`config.mk`:
```
export PLATFORM = sky130hd
export DESIGN_NAME = regs_wr_arbiter_flat
export DESIGN_NICKNAME = d
export VERILOG_FILES = /design/src/rtl/regs_wr_arbiter_if.sv /design/src/rtl/regs_wr_arbiter.sv /design/src/flat_wrapper.sv
export SDC_FILE = /design/constraint.sdc
export NUM_CORES = 1
export LEC_CHECK = 0
export BUFFER_PORTS_ARGS = -buffer_cell sky130_fd_sc_hd__buf_2
export CORE_MARGIN = 3
export CORE_UTILIZATION = 50
export CTS_CLUSTER_SIZE = 16
export DETAILED_ROUTE_END_ITERATION = 10
export MAX_ROUTING_LAYER = met4
export PLACE_DENSITY_LB_ADDON = 0.2
export SYNTH_ARGS = -nofsm -noshare
export SYNTH_HDL_FRONTEND = slang
export SYNTH_SLANG_ARGS = --single-unit
export TNS_END_PERCENT = 30
```
`constraint.sdc`:
```
create_clock -name clk -period 5.4 [get_ports clk]
set_input_delay 0.27 -clock clk [delete_from_list [all_inputs] [get_ports clk]]
set_output_delay 0.27 -clock clk [all_outputs]
set_load 0.005 [all_outputs]
```
`src/rtl/regs_wr_arbiter_if.sv`:
```
// Register-file write port bundle: two requesting ports in, one registered
// register-file write out.
interface regs_wr_arbiter_if;
    logic        req0_valid;
    logic [4:0]  req0_addr;
    logic [31:0] req0_data;
    logic        req0_ready;
    logic        req1_valid;
    logic [4:0]  req1_addr;
    logic [31:0] req1_data;
    logic        req1_ready;
    logic [4:0]  reg_Wt_addr;
    logic [31:0] wdata;
    logic        we;
    logic        busy;

    modport master (
        output req0_valid, req0_addr, req0_data,
        output req1_valid, req1_addr, req1_data,
        input  req0_ready, req1_ready,
        input  reg_Wt_addr, wdata, we, busy
    );

    modport slave (
        input  req0_valid, req0_addr, req0_data,
        input  req1_valid, req1_addr, req1_data,
        output req0_ready, req1_ready,
        output reg_Wt_addr, wdata, we, busy
    );
endinterface

```
`src/rtl/regs_wr_arbiter.sv`:
```
// Two-port register-file write arbiter with one holding entry per port,
// fixed priority with starvation relief or round-robin, and a registered write port.
module regs_wr_arbiter #(
    parameter int PRIO_MODE    = 0,
    parameter int STARVE_LIMIT = 4
) (
    input  logic               clk,
    input  logic               rst,
    regs_wr_arbiter_if.slave   bus
);

    localparam logic [3:0] STARVE_MAX = 4'(STARVE_LIMIT);

    logic [1:0]  ent_valid_r;
    logic [4:0]  ent_addr_r [2];
    logic [31:0] ent_data_r [2];
    logic [3:0]  starve_r;
    logic        last_grant_r;
    logic        we_r;
    logic [4:0]  wr_addr_r;
    logic [31:0] wr_data_r;

    logic [1:0]  req_valid_s;
    logic [4:0]  req_addr_s [2];
    logic [31:0] req_data_s [2];
    logic [1:0]  ready_s;
    logic [1:0]  load_s;
    logic [1:0]  grant_s;
    logic [4:0]  gnt_addr_s;
    logic [31:0] gnt_data_s;
    logic        issue_s;
    logic [3:0]  starve_nxt_s;
    logic        last_grant_nxt_s;

    assign req_valid_s   = {bus.req1_valid, bus.req0_valid};
    assign req_addr_s[0] = bus.req0_addr;
    assign req_addr_s[1] = bus.req1_addr;
    assign req_data_s[0] = bus.req0_data;
    assign req_data_s[1] = bus.req1_data;

    // A slot frees up in the same cycle it is granted, so a port can refill with no bubble.
    assign ready_s        = {2{rst}} & (~ent_valid_r | grant_s);
    assign load_s         = req_valid_s & ready_s;
    assign bus.req0_ready = ready_s[0];
    assign bus.req1_ready = ready_s[1];

    // Grant selection: lone entry always wins, contention resolved by priority mode.
    always_comb begin
        grant_s = 2'b00;
        case (ent_valid_r)
            2'b01: grant_s = 2'b01;
            2'b10: grant_s = 2'b10;
            2'b11: begin
                if (PRIO_MODE == 0) begin
                    if (starve_r == STARVE_MAX) begin
                        grant_s = 2'b10;
                    end else begin
                        grant_s = 2'b01;
                    end
                end else begin
                    if (last_grant_r) begin
                        grant_s = 2'b01;
                    end else begin
                        grant_s = 2'b10;
                    end
                end
            end
            default: grant_s = 2'b00;
        endcase
    end

    // Granted entry datapath; r0 targets consume the slot but never pulse we.
    always_comb begin
        gnt_addr_s = ent_addr_r[0];
        gnt_data_s = ent_data_r[0];
        if (grant_s[1]) begin
            gnt_addr_s = ent_addr_r[1];
            gnt_data_s = ent_data_r[1];
        end else begin
            gnt_addr_s = ent_addr_r[0];
            gnt_data_s = ent_data_r[0];
        end
        issue_s = (grant_s != 2'b00) && (gnt_addr_s != 5'd0);
    end

    // Starvation counter and round-robin pointer next-state.
    always_comb begin
        starve_nxt_s     = starve_r;
        last_grant_nxt_s = last_grant_r;
        if (grant_s[1]) begin
            starve_nxt_s = 4'd0;
        end else if (ent_valid_r[1] && grant_s[0] && (starve_r != STARVE_MAX)) begin
            starve_nxt_s = starve_r + 4'd1;
        end else begin
            starve_nxt_s = starve_r;
        end
        if (grant_s != 2'b00) begin
            last_grant_nxt_s = grant_s[1];
        end else begin
            last_grant_nxt_s = last_grant_r;
        end
    end

    // Holding entries: a new load takes precedence over clearing the granted slot.
    always_ff @(posedge clk or negedge rst) begin
        if (!rst) begin
            ent_valid_r <= 2'b00;
            for (int i = 0; i < 2; i++) begin
                ent_addr_r[i] <= 5'd0;
                ent_data_r[i] <= 32'd0;
            end
        end else begin
            for (int i = 0; i < 2; i++) begin
                if (load_s[i]) begin
                    ent_valid_r[i] <= 1'b1;
                    ent_addr_r[i]  <= req_addr_s[i];
                    ent_data_r[i]  <= req_data_s[i];
                end else if (grant_s[i]) begin
                    ent_valid_r[i] <= 1'b0;
                end else begin
                    ent_valid_r[i] <= ent_valid_r[i];
                end
            end
        end
    end

    // Arbitration state; pointer resets to "port 1 last" so port 0 is favoured first.
    always_ff @(posedge clk or negedge rst) begin
        if (!rst) begin
            starve_r     <= 4'd0;
            last_grant_r <= 1'b1;
        end else begin
            starve_r     <= starve_nxt_s;
            last_grant_r <= last_grant_nxt_s;
        end
    end

    // Registered write port; address/data hold whenever no write issues.
    always_ff @(posedge clk or negedge rst) begin
        if (!rst) begin
            we_r      <= 1'b0;
            wr_addr_r <= 5'd0;
            wr_data_r <= 32'd0;
        end else begin
            we_r <= issue_s;
            if (issue_s) begin
                wr_addr_r <= gnt_addr_s;
                wr_data_r <= gnt_data_s;
            end else begin
                wr_addr_r <= wr_addr_r;
                wr_data_r <= wr_data_r;
            end
        end
    end

    assign bus.we          = we_r;
    assign bus.reg_Wt_addr = wr_addr_r;
    assign bus.wdata       = wr_data_r;
    assign bus.busy        = (|ent_valid_r) | we_r;

endmodule

```
`src/flat_wrapper.sv`:
```
// flat-port wrapper written by rule: the top's interface ports become plain ports
module regs_wr_arbiter_flat 
#(
    parameter int PRIO_MODE    = 0,
    parameter int STARVE_LIMIT = 4
)
  (clk, rst, bus_req0_valid, bus_req0_addr, bus_req0_data, bus_req1_valid, bus_req1_addr, bus_req1_data, bus_req0_ready, bus_req1_ready, bus_reg_Wt_addr, bus_wdata, bus_we, bus_busy);
  regs_wr_arbiter_if bus_i ();
  input  logic clk;
  input  logic rst;
  input wire logic [$bits(bus_i.req0_valid)-1:0] bus_req0_valid;
  input wire logic [$bits(bus_i.req0_addr)-1:0] bus_req0_addr;
  input wire logic [$bits(bus_i.req0_data)-1:0] bus_req0_data;
  input wire logic [$bits(bus_i.req1_valid)-1:0] bus_req1_valid;
  input wire logic [$bits(bus_i.req1_addr)-1:0] bus_req1_addr;
  input wire logic [$bits(bus_i.req1_data)-1:0] bus_req1_data;
  output wire logic [$bits(bus_i.req0_ready)-1:0] bus_req0_ready;
  output wire logic [$bits(bus_i.req1_ready)-1:0] bus_req1_ready;
  output wire logic [$bits(bus_i.reg_Wt_addr)-1:0] bus_reg_Wt_addr;
  output wire logic [$bits(bus_i.wdata)-1:0] bus_wdata;
  output wire logic [$bits(bus_i.we)-1:0] bus_we;
  output wire logic [$bits(bus_i.busy)-1:0] bus_busy;
  assign bus_i.req0_valid = bus_req0_valid;
  assign bus_i.req0_addr = bus_req0_addr;
  assign bus_i.req0_data = bus_req0_data;
  assign bus_i.req1_valid = bus_req1_valid;
  assign bus_i.req1_addr = bus_req1_addr;
  assign bus_i.req1_data = bus_req1_data;
  assign bus_req0_ready = bus_i.req0_ready;
  assign bus_req1_ready = bus_i.req1_ready;
  assign bus_reg_Wt_addr = bus_i.reg_Wt_addr;
  assign bus_wdata = bus_i.wdata;
  assign bus_we = bus_i.we;
  assign bus_busy = bus_i.busy;
  regs_wr_arbiter #(.PRIO_MODE(PRIO_MODE), .STARVE_LIMIT(STARVE_LIMIT)) u_core (.clk(clk), .rst(rst), .bus(bus_i));
endmodule
```
# Word-level counts from Yosys, hierarchy flattened
# Cells that the tools add are included.
# classes
addsub	1
n_reduce_logical	9
bitwise_logic	5
mux	10
n_eq_ne	5
# op_table
cell	n
32-bit 2-to-1 mux	1
4-bit 2-to-1 mux	2
2-bit nonzero test	4
2-bit one-hot mux with 3 select lines	1
5-bit 2-to-1 mux	1
5-bit nonzero test	1
4-bit by 1-bit adder with 4-bit output (second input constant)	1
2-bit bitwise AND	2
2-bit == test (second input constant)	2
4-bit by 3-bit == test with 1-bit output (second input constant)	1
1-bit 2-to-1 mux	4
4-bit by 3-bit inequality test with 1-bit output (second input constant)	1
1-bit logical AND	3
2-bit by 1-bit == test with 1-bit output (second input constant)	1
2-bit 2-to-1 mux	1
2-bit NOT	1
2-bit bitwise OR	1
2-bit OR reduction	1
1-bit bitwise OR	1
# totals
regBits	118
output_inout_bits	41
word_cells	40

# Longest topological paths before layout
# Gate-level depths: netlist (run 1).
# logic_depth
depth_word	7
ltp_mapped	7
mapped_depth_nobuf	6

# Worst setup path after synthesis (run 1)
# Ideal clock, no wire load.
# synth_path
kind	reg-to-reg
startpoint	register u_core.starve_r[0]
endpoint	register u_core.wr_data_r[10] (netlist: u_core.bus.wdata[10])
setup_time_ps	125
t_arrival_ps	1958
required_time_ps	5275
period_less_slack_ps	2083
slack_ps	3317
path_stages_with_launch	8
cell_sequence	dfrtp_1 inv_1 ha_1 nand4b_4 and4b_2 a211oi_4 buf_6 mux2_4
# synth_between
elab_chain_len	6
word_cells_on_any_way	8
cone_classes	eq/ne (1); mux (4); reduce/logical (3)
# synth_rtl
element	line_no	text
from (decl)	regs_wr_arbiter.sv:17	logic [3:0] starve_r;
from (signal assigned)	regs_wr_arbiter.sv:133	starve_r <= starve_nxt_s;
4-bit by 3-bit == test with 1-bit output (*)	regs_wr_arbiter.sv:55	if (starve_r == STARVE_MAX) begin
2-bit 2-to-1 mux (*)	regs_wr_arbiter.sv:55	
2-bit one-hot mux with 3 select lines (*)	regs_wr_arbiter.sv:50	case (ent_valid_r)
5-bit 2-to-1 mux	regs_wr_arbiter.sv:76	if (grant_s[1]) begin
5-bit nonzero test	regs_wr_arbiter.sv:83	issue_s = (grant_s != 2'b00) && (gnt_addr_s != 5'd0);
1-bit logical AND	regs_wr_arbiter.sv:83	
to (signal assigned)	regs_wr_arbiter.sv:148	wr_data_r <= gnt_data_s;
to (signal assigned)	regs_wr_arbiter.sv:151	wr_data_r <= wr_data_r;
to (decl)	regs_wr_arbiter.sv:21	logic [31:0] wr_data_r;
# Mark *: on every way between the ends. The rest lies on a longest branch, timed or not.
# A chain may end at the register's enable or synchronous reset.

# Final worst setup path (run 1)
# layout_path
startpoint	register u_core.starve_r[0]
endpoint	register u_core.wr_data_r[0] (netlist: u_core.bus.wdata[0])
# The elaborated chain is that of the path after synthesis.

==> flow_summary.yaml, run 1 <==
clock_tree:
  cts_resized: 0
  h-tree-depth: 4
  cts_sinks: 118
  insertion_delay_ns: 0.50
  root_buffer: "clkbuf_8"
  ctsHoldBuffers: 56
  path_clk_slew_ns: 0.06
  numCtsBuffers: 17
  post_cts_buffers: 0
  cts_tree: "yes"
  clockBufferDepth: 2
logic_synthesis:
  yosysTopAreaCell: "dfrtp_1"
  synth-seq-cells: 118
  synth_seq_area_share: 0.581
  synth_edf_count: 0
  synthesis.area_um2: 5080
  synth.distinct_cells: 33
  yosys_most_used_dff: "dfrtp_1"
  yosysWarningCount: 0
  yosys-top-cells-area: "dfrtp_1 (58%), mux2_2 (25%), mux2_4 (8.6%)"
  synth_area_per_cell_um2: 15.8
  syn_nets: 401
  synthCells: 321
  synth_top_cell_area_share: 0.581
  async_reset_ff_frac: 1.00
hold_path:
  min_to: "u_core.ent_addr_r[8]"
  min_delay_path_depth: 2
  min_path_type: "primary input to flip-flop"
  worstHoldStart: "bus_req0_addr[3]"
power_and_ir_drop:
  power_frac_seq: 0.429
  power_frac_comb: 0.198
  finalPower_uw: 2730
  netSwitchingFraction: 0.258
  power.density_nw_per_um2: 395
  power_switching_uw: 705
  power_frac_clock: 0.373
  internal_power_uw: 2030
  ir_drop_v: 0.000227
  leakage_uw: 0.00321
detailed_routing:
  drtIter0Drc: 114
  vias: 3247
  wl_mm: 11.0
  detail-route-antenna-nets: 0
  drtPass1Iterations: 4
  drc: 0
  vias_per_cell: 4.99
  wl_per_cell_um: 16.8
global_route:
  grt_overflow: 0
  grt_max_degree: 63
  antenna_found_initial: 0
  grt_pass1_vias: 3560
  grt_use_total: 0.209
  grt_pass1_wl_mm: 17.9
run:
  drv_cap: 0
placement:
  dpl_cell_area_um2: 5780
  portBuffers: 118
  place_congestion: 0.766
  dp_hpwl_mm: 6.79
  dp.cells: 559
finish:
  post_route_cells_drive_above_1_share: 0.585
  area_delta_synth_final_pct: 36.3
  seqCellArea_um2: 2950
  nNetsFinal: 585
  antenna_cells: 0
  multi_input_area_um2: 2020
  fin_area_um2: 6920
  final_cells: 651
  fillers: 683
status:
  outcome: "completed"
critical_path:
  end_kind: "flip-flop"
  worstPathMaxFanout: 42
  worstPathRequired_ns: 5.78
  r2r_slack_ns: 2.54
  r2r_start: "u_core.starve_r[0]"
  reg2reg_to: "u_core.bus.wdata[0]"
  r2r_cells: 7
  critical_path_class: "flip-flop to flip-flop"
  critPathLaunchType: "flip-flop"
  worst-endpoint-arrival_ns: 3.24
floorplan:
  initial_core_util: 0.517
  core_um2: 9820
  row_count: 36
  die_height_um: 107
  io-pin-count: 119
  dieArea_um2: 11400
  die_w_um: 107
timing:
  fmaxAchievable_mhz: 350
  setup_viol: 0
  hold_violations: 0
  fin_crit_sh: 0.529
  whs_ns: 0.0128
  fin_setup_tns_ns: 0
  max_slew_margin: 0.255
  rsz0062_at_grt: "false"
  min_period_ns: 2.86
  slew_violations: 0
  tightestPinTransition_ns: 1.12
  worst_clock_skew_ns: 0.0103
[cell usage after synthesis, drive strengths merged, types with 2 or more instances]
cell / n
and2: 2
buf: 13
clkbuf: 3
dfrtp: 118
ha: 2
inv: 5
mux2: 144
nand2: 6
nand3: 3
nand4: 2
nor2: 4
or4: 2
xor2: 2
[worst max path at each step]
stage	from	endpoint	slack, ns	cells past startpoint
3_3_place_gp	u_core.starve_r[0]	u_core.bus.wdata[0]	2.59	7
2_1_floorplan	u_core.starve_r[0]	u_core.bus.wdata[10]	3.32	7
4_1_cts	u_core.starve_r[0]	u_core.bus.wdata[0]	2.51	7
3_5_place_dp	u_core.starve_r[0]	u_core.bus.wdata[0]	2.54	7
5_1_grt	u_core.starve_r[0]	u_core.bus.wdata[0]	2.38	7
6_report	u_core.starve_r[0]	u_core.bus.wdata[0]	2.54	7
[critical path, cell delays in order, from the launching register on]
cell and delay, ns:
dfrtp_1 0.37, inv_1 0.08, ha_1 0.27, nand4b_4 0.15
nand2_2 0.63, a211oi_4 0.47, buf_4 0.39, mux2_2 0.38
[power groups by stage]
stage          clock network (uW)  registers, uW  logic [uW]
6_report                     1020           1170         542
5_1_grt                      1090           1190         589
4_1_cts                      1040           1170         547
3_5_place_dp                    0           1180         513
3_3_place_gp                    0           1180         498
2_1_floorplan                   0           1160         322
[flip-flops by register name, indices dropped and copies added (netlist names)]
signal and count:
u_core.ent_valid_r 2, u_core.ent_addr_r 10, u_core.bus.we 1, u_core.bus.wdata 32, u_core.starve_r 4, u_core.ent_data_r 64
u_core.bus.reg_Wt_addr 5
[cells by family (layout without fill, tap and decap cells)]
logic type	after synthesis	in the layout	share of synthesized area
DFF	118	118	0.581
and+or+nand+nor	25	25	0.0308
muxes	145	145	0.343
buffers and inverters	21	218	0.0227
AOI/OAI and AO/OA	8	8	0.0145
adders and majority gates	2	2	0.00492
xor gates and xnor gates	2	2	0.00345
[per-stage QoR]
| step | worst slack [ns] | utilization |
|---|---|---|
| 4_1_cts | 2.51 | 0.701 |
| 3_3_place_gp | 2.59 | 0.588 |
| 2_1_floorplan | 3.32 | - |
| 6_report | 2.54 | 0.705 |
| 3_5_place_dp | 2.54 | 0.588 |
| 5_1_grt | 2.38 | 0.705 |
[metal layers]
metal	track usage	vias to the layer above	routed length (um)
met5	-	-	0
li1	-	1514	-
met1	0.281	1635	5010
met3	0.0494	8	491
met2	0.318	90	5390
met4	0.0658	0	64
[cell type report]
cell class / count / area share
timing repair buffer: 181 / 0.176
clock buffer: 18 / 0.0604
multi-input combinational: 182 / 0.292
tap: 133 / 0.0240
inverter: 5 / 0.00271
sequential: 118 / 0.426
clock inverter: 14 / 0.0186
[layout by cell type (no fill, tap or decap), types with 2 or more instances in the layout]
cell / count
nand4_1: 2
buf_4: 4
ha_1: 2
mux2_2: 115
clkinvlp_4: 6
buf_2: 117
clkinv_2: 2
dlygate4sd3_1: 60
nor2_1: 4
or4_1: 2
clkbuf_16: 16
nand2_1: 5
mux2_4: 29
xor2_1: 2
nand3_2: 2
inv_1: 5
and2_1: 2
inv_6: 2
clkinv_4: 3
dfrtp_1: 118
Note: power is estimated with default switching activity, not from simulation.
==> run 2: changes to the inputs <==
--- a/config.mk
+++ b/config.mk
@@ -7,7 +7,7 @@
 export LEC_CHECK = 0
 export BUFFER_PORTS_ARGS = -buffer_cell sky130_fd_sc_hd__buf_2
 export CORE_MARGIN = 3
-export CORE_UTILIZATION = 50
+export CORE_UTILIZATION = 48
 export CTS_CLUSTER_SIZE = 16
 export DETAILED_ROUTE_END_ITERATION = 10
 export MAX_ROUTING_LAYER = met4
==> constraint.sdc (replaced) <==
create_clock -name clk -period 2.5 [get_ports clk]
set_input_delay 0.125 -clock clk [delete_from_list [all_inputs] [get_ports clk]]
set_output_delay 0.125 -clock clk [all_outputs]
set_load 0.005 [all_outputs]
==> run 2 against run 1 <==
Sequential power grew 120%. Utilization rose by 1.3 points. Design area increased by 4.2%. Routed wire length up 2.3%. Largest power group unchanged. Highest routed layer unchanged. Clock power grew 150%. Via count rose by 2.3%. Non-clock buffer count rose by 19. Final cell count is 2.9% higher. Critical endpoint unchanged. Combinational power increased by 120%.
==> flow_summary.yaml, run 2 (synthesis gave the netlist of run 1 again) <==
clock_tree:
  post_cts_buffers: 0
  clockBufferDepth: 2
  cts_sinks: 118
  insertion_delay_ns: 0.52
  path_clk_slew_ns: 0.06
  cts_tree: "yes"
  cts_resized: 0
  root_buffer: "clkbuf_8"
  numCtsBuffers: 17
  h-tree-depth: 4
floorplan:
  die_height_um: 109
  initial_core_util: 0.506
  core_um2: 10000
  row_count: 36
  die_w_um: 109
  io-pin-count: 119
  dieArea_um2: 11900
detailed_routing:
  wl_per_cell_um: 16.7
  wl_mm: 11.2
  drtIter0Drc: 62
  vias: 3321
  vias_per_cell: 4.96
  detail-route-antenna-nets: 0
  drtPass1Iterations: 4
  drc: 0
global_route:
  antenna_found_initial: 0
  grt_max_degree: 104
  grt_use_total: 0.208
  grt_pass1_wl_mm: 18.0
  grt_overflow: 0
  grt_pass1_vias: 3647
timing:
  fin_crit_sh: 0.890
  hold_violations: 0
  rsz0062_at_grt: "false"
  fin_setup_tns_ns: 0
  worst_clock_skew_ns: 0.00601
  slew_violations: 0
  tightestPinTransition_ns: 0.563
  fmaxAchievable_mhz: 449
  setup_viol: 0
  whs_ns: 0.0373
  min_period_ns: 2.23
  max_slew_margin: 0.625
finish:
  largest_register_ffs: 64
  final_common_cell: "dfrtp_1"
  post_route_cells_drive_above_1_share: 0.574
  antenna_cells: 0
  area_delta_synth_final_pct: 42.0
  most-common-layout-cells: "dfrtp_1 (118), buf_2 (117), mux2_2 (115), dlygate4sd3_1 (75), mux2_4 (29)"
  largest-register: "u_core.ent_data_r"
  final_cells: 670
  nNetsFinal: 604
  fin_area_um2: 7210
critical_path:
  critPathLaunchType: "flip-flop"
  worstPathMaxFanout: 20
  worst-endpoint-arrival_ns: 2.62
  end_kind: "flip-flop"
  critical_path_class: "flip-flop to flip-flop"
  worstPathRequired_ns: 2.90
placement:
  portBuffers: 118
  dp.cells: 563
  dpl_cell_area_um2: 5840
  place_congestion: 0.747
  dp_hpwl_mm: 6.68
hold_path:
  min_path_type: "primary input to async pin"
power_and_ir_drop:
  ir_drop_v: 0.000407
  power.density_nw_per_um2: 865
  leakage_uw: 0.00336
  finalPower_uw: 6240
run:
  drv_cap: 0
status:
  outcome: "completed"
## run 2: worst max-delay path, stage by stage (launching register included)
cell and delay, ns:
dfrtp_1 0.40, inv_1 0.09, ha_1 0.25, nand4b_4 0.15, and4b_2 0.27, a211oi_4 0.17, buf_4 0.38, mux2_2 0.38
## run 2: metal layers
layer	share of wire	global-route usage
met1	0.44	0.245
met2	0.51	0.344
met3	0.039	0.0568
met4	0.013	0.0757
met5	0	-
## run 2: worst paths after layout
path | from | end | slack, ns | cells past startpoint
max | u_core.starve_r[0] | u_core.bus.wdata[0] | 0.27 | 7
min | rst | u_core.bus.reg_Wt_addr[2] | 0.04 | 2
max reg2reg | u_core.starve_r[0] | u_core.bus.wdata[0] | 0.27 | 7
min reg2reg | u_core.bus.wdata[5] | u_core.bus.wdata[5] | 0.50 | 1
max in group asynchronous | rst | u_core.ent_data_r[47] | 1.64 | 3
min in group clk | bus_req0_valid | u_core.ent_valid_r[0] | 0.10 | 4
## run 2: final cells by class
type / instances / area (um2)
clock inverter: 15 / 205
fill: 663 / 2830
multi-input combinational: 182 / 2020
sequential: 118 / 2950
timing repair buffer: 200 / 1430
tap: 133 / 166
clock buffer: 17 / 414
inverter: 5 / 18.8
## run 2: what timing repair did
| action | 4_1_cts | 5_1_grt |
|---|---|---|
| hold buffers | 75 | 0 |
| setup endpoints to repair | 0 | 0 |
| endpoints found under the hold margin | 192 | 0 |
## run 2: power by group
group          internal, uW  switching (uW)
clock network          1620             892
registers              2300             231
logic                   778             415
## run 2: stage by stage
step | utilization | setup WS [ns]
global route | 0.718 | 0.175
global placement | 0.582 | 0.350
finish | 0.718 | 0.275
detailed placement | 0.582 | 0.301
CTS | 0.718 | 0.271
floorplan | - | 0.417
==> run 3: changes to the inputs <==
--- a/config.mk
+++ b/config.mk
@@ -5,9 +5,10 @@
 export SDC_FILE = /design/constraint.sdc
 export NUM_CORES = 1
 export LEC_CHECK = 0
+export ABC_AREA = 1
 export BUFFER_PORTS_ARGS = -buffer_cell sky130_fd_sc_hd__buf_2
 export CORE_MARGIN = 3
-export CORE_UTILIZATION = 48
+export CORE_UTILIZATION = 49
 export CTS_CLUSTER_SIZE = 16
 export DETAILED_ROUTE_END_ITERATION = 10
 export MAX_ROUTING_LAYER = met4
==> run 3 against run 2 <==
Sequential power down 3%. Area after synthesis up 2.1%. Global-route usage up 2.9 points. Clock power down 14%. Register-to-register slack better by 0.12 ns. Setup slack worse by 0.021 ns. Largest cell class unchanged.
==> flow_summary.yaml, run 3 <==
status:
  outcome: "completed"
placement:
  dpl_worst_slack_ns: 0.434
  place_congestion: 0.841
  dp_hpwl_mm: 7.77
  portBuffers: 118
power_and_ir_drop:
  power_frac_clock: 0.381
  leakage_uw: 0.00372
  power_switching_uw: 1500
  internal_power_uw: 4150
  power.density_nw_per_um2: 791
  netSwitchingFraction: 0.266
  ir_drop_v: 0.000509
  power_frac_seq: 0.435
  power_frac_comb: 0.184
clock_tree:
  root_buffer: "clkbuf_8"
  cts_sinks: 118
  cts_tree: "yes"
  insertion_delay_ns: 0.51
  path_clk_slew_ns: 0.05
  numCtsBuffers: 17
  h-tree-depth: 4
  clockBufferDepth: 2
  post_cts_buffers: 0
floorplan:
  row_count: 36
  core_um2: 10000
  initial_core_util: 0.516
  io-pin-count: 119
  die_height_um: 109
  dieArea_um2: 11900
  die_w_um: 109
critical_path:
  reg2reg_to: "u_core.bus.wdata[27]"
  critPathLaunchType: "flip-flop"
  critical_path_class: "flip-flop to output pin"
  max_stage_delay_ns: 0.38
  r2r_start: "u_core.starve_r[0]"
  r2r_cells: 13
  crit_start: "u_core.ent_valid_r[1]"
  end_kind: "output pin"
  worstPathMaxFanout: 37
  r2r_slack_ns: 0.39
  worstPathRequired_ns: 2.38
  worst-endpoint-arrival_ns: 2.12
  crit_chain: "buf_4, nor2_1, inv_2, or2_2, buf_2"
  cp-endpoint: "bus_busy"
  cp_slowest_cell: "dfrtp_1"
hold_path:
  min_path_type: "primary input to async pin"
logic_synthesis:
  yosysMostFrequentCell: "dfrtp_1"
  synth_top_cell_area_share: 0.569
  yosysWarningCount: 0
  synth-seq-cells: 118
  syn_nets: 620
  async_reset_ff_frac: 1.00
  yosys_most_used_dff: "dfrtp_1"
  yosys-top-cells-area: "dfrtp_1 (57%), nand2_1 (7.5%), mux2_1 (6.3%)"
  synth_seq_area_share: 0.569
  synth.distinct_cells: 28
  synth_area_per_cell_um2: 9.60
  synthCells: 540
  synthTopCellsByCount: "dfrtp_1 (118), nand2_1 (103), inv_1 (51), nor2_1 (45), nand3_1 (44)"
  synthesis.area_um2: 5190
  synth_edf_count: 0
  yosysTopAreaCell: "dfrtp_1"
finish:
  final_common_cell: "dfrtp_1"
  largest_register_ffs: 64
  most-common-layout-cells: "dfrtp_1 (118), buf_2 (117), nand2_1 (102), dlygate4sd3_1 (76), inv_1 (51)"
  post_route_cells_drive_above_1_share: 0.261
  largest-register: "u_core.ent_data_r"
  area_delta_synth_final_pct: 37.8
  fillers: 722
  nNetsFinal: 814
detailed_routing:
  drtIter0Drc: 235
  wl_mm: 12.7
  wl_per_cell_um: 14.5
  vias: 4271
  drtPass1Iterations: 4
  detail-route-antenna-nets: 0
  vias_per_cell: 4.86
  drc: 0
timing:
  max_slew_margin: 0.500
  tightestPinTransition_ns: 0.750
  hold_violations: 0
  fin_crit_sh: 0.898
  fin_setup_tns_ns: 0
  fmaxAchievable_mhz: 445
  slew_violations: 0
  worst_clock_skew_ns: 0.00696
  layout_setup_ws_ns: 0.254
  setup_viol: 0
  rsz0062_at_grt: "false"
  min_period_ns: 2.25
global_route:
  grt_pass1_vias: 4465
  antenna_found_initial: 0
  grt_max_degree: 61
  grt_overflow: 0
  grt_use_total: 0.237
  grt_pass1_wl_mm: 21.0
run:
  drv_cap: 0
run 3: routing by layer:
metal,GRT usage,vias up,share of wire
li1,-,2110,-
met1,0.283,2032,0.42
met2,0.389,112,0.52
met3,0.0639,17,0.046
met4,0.0848,0,0.017
met5,-,-,0
run 3: stage by stage:
step                hold WS, ns   util  instance area [um2]  cells  total power [uW]
floorplan                -0.171      -                 5190    540              3020
global placement         0.0202  0.583                 5850    772              3380
detailed placement       0.0182  0.583                 5850    772              3420
CTS                      0.0215  0.711                 7140    876              5690
global route             0.0513  0.711                 7140    876              5960
finish                   0.0300  0.711                 7150    878              5650
run 3: final cells by class:
class                   count  area (um2)  area share
repair buffers            205        1460       0.205
inverters                  54         204      0.0285
clock buffers              23         477      0.0667
multi-input cells         338        1830       0.256
flip-flops and latches    118        2950       0.413
well taps                 133         166      0.0233
diodes                      2        5.00    0.000700
clock inverters             5        50.0     0.00700
run 3: power by group through the flow:
stage                     registers (uW)  clock network (uW)  logic (uW)
after floorplan                     2450                   0         567
after detailed placement            2470                   0         950
final                               2460                2150        1040
after CTS                           2450                2190        1050
after global routing                2490                2280        1190
after global placement              2460                   0         917
run 3: worst min path at each step:
stage                     slack, ns  cells past startpoint  from                         to
after floorplan               -0.17                      0   rst  u_core.bus.reg_Wt_addr[0]
after global placement         0.02                      1   rst       u_core.bus.wdata[30]
after detailed placement       0.02                      1   rst       u_core.bus.wdata[30]
after CTS                      0.02                      2   rst       u_core.bus.wdata[30]
after global routing           0.05                      2   rst      u_core.ent_data_r[62]
final                          0.03                      2   rst       u_core.bus.wdata[30]
run 3: cell families after synthesis:
group           Yosys count  synth area share
flops                   118             0.569
buf+inv                  84            0.0799
compound gates           80            0.0799
fa+ha+maj                 2           0.00482
mux                      33            0.0717
simple gates            221             0.191
xor+xnor                  2           0.00338
run 3: what timing repair did:
action | CTS | global route
gates resized for setup | 0 | 0
hold buffers | 76 | 0
endpoints found under the hold margin | 133 | 0
run 3: critical path, delay by kind of cell, from the launching register on:
family	cells	cell delay, ns
buffers and inverters	3	0.63
and+or+nand+nor	2	0.59
DFF	1	0.38
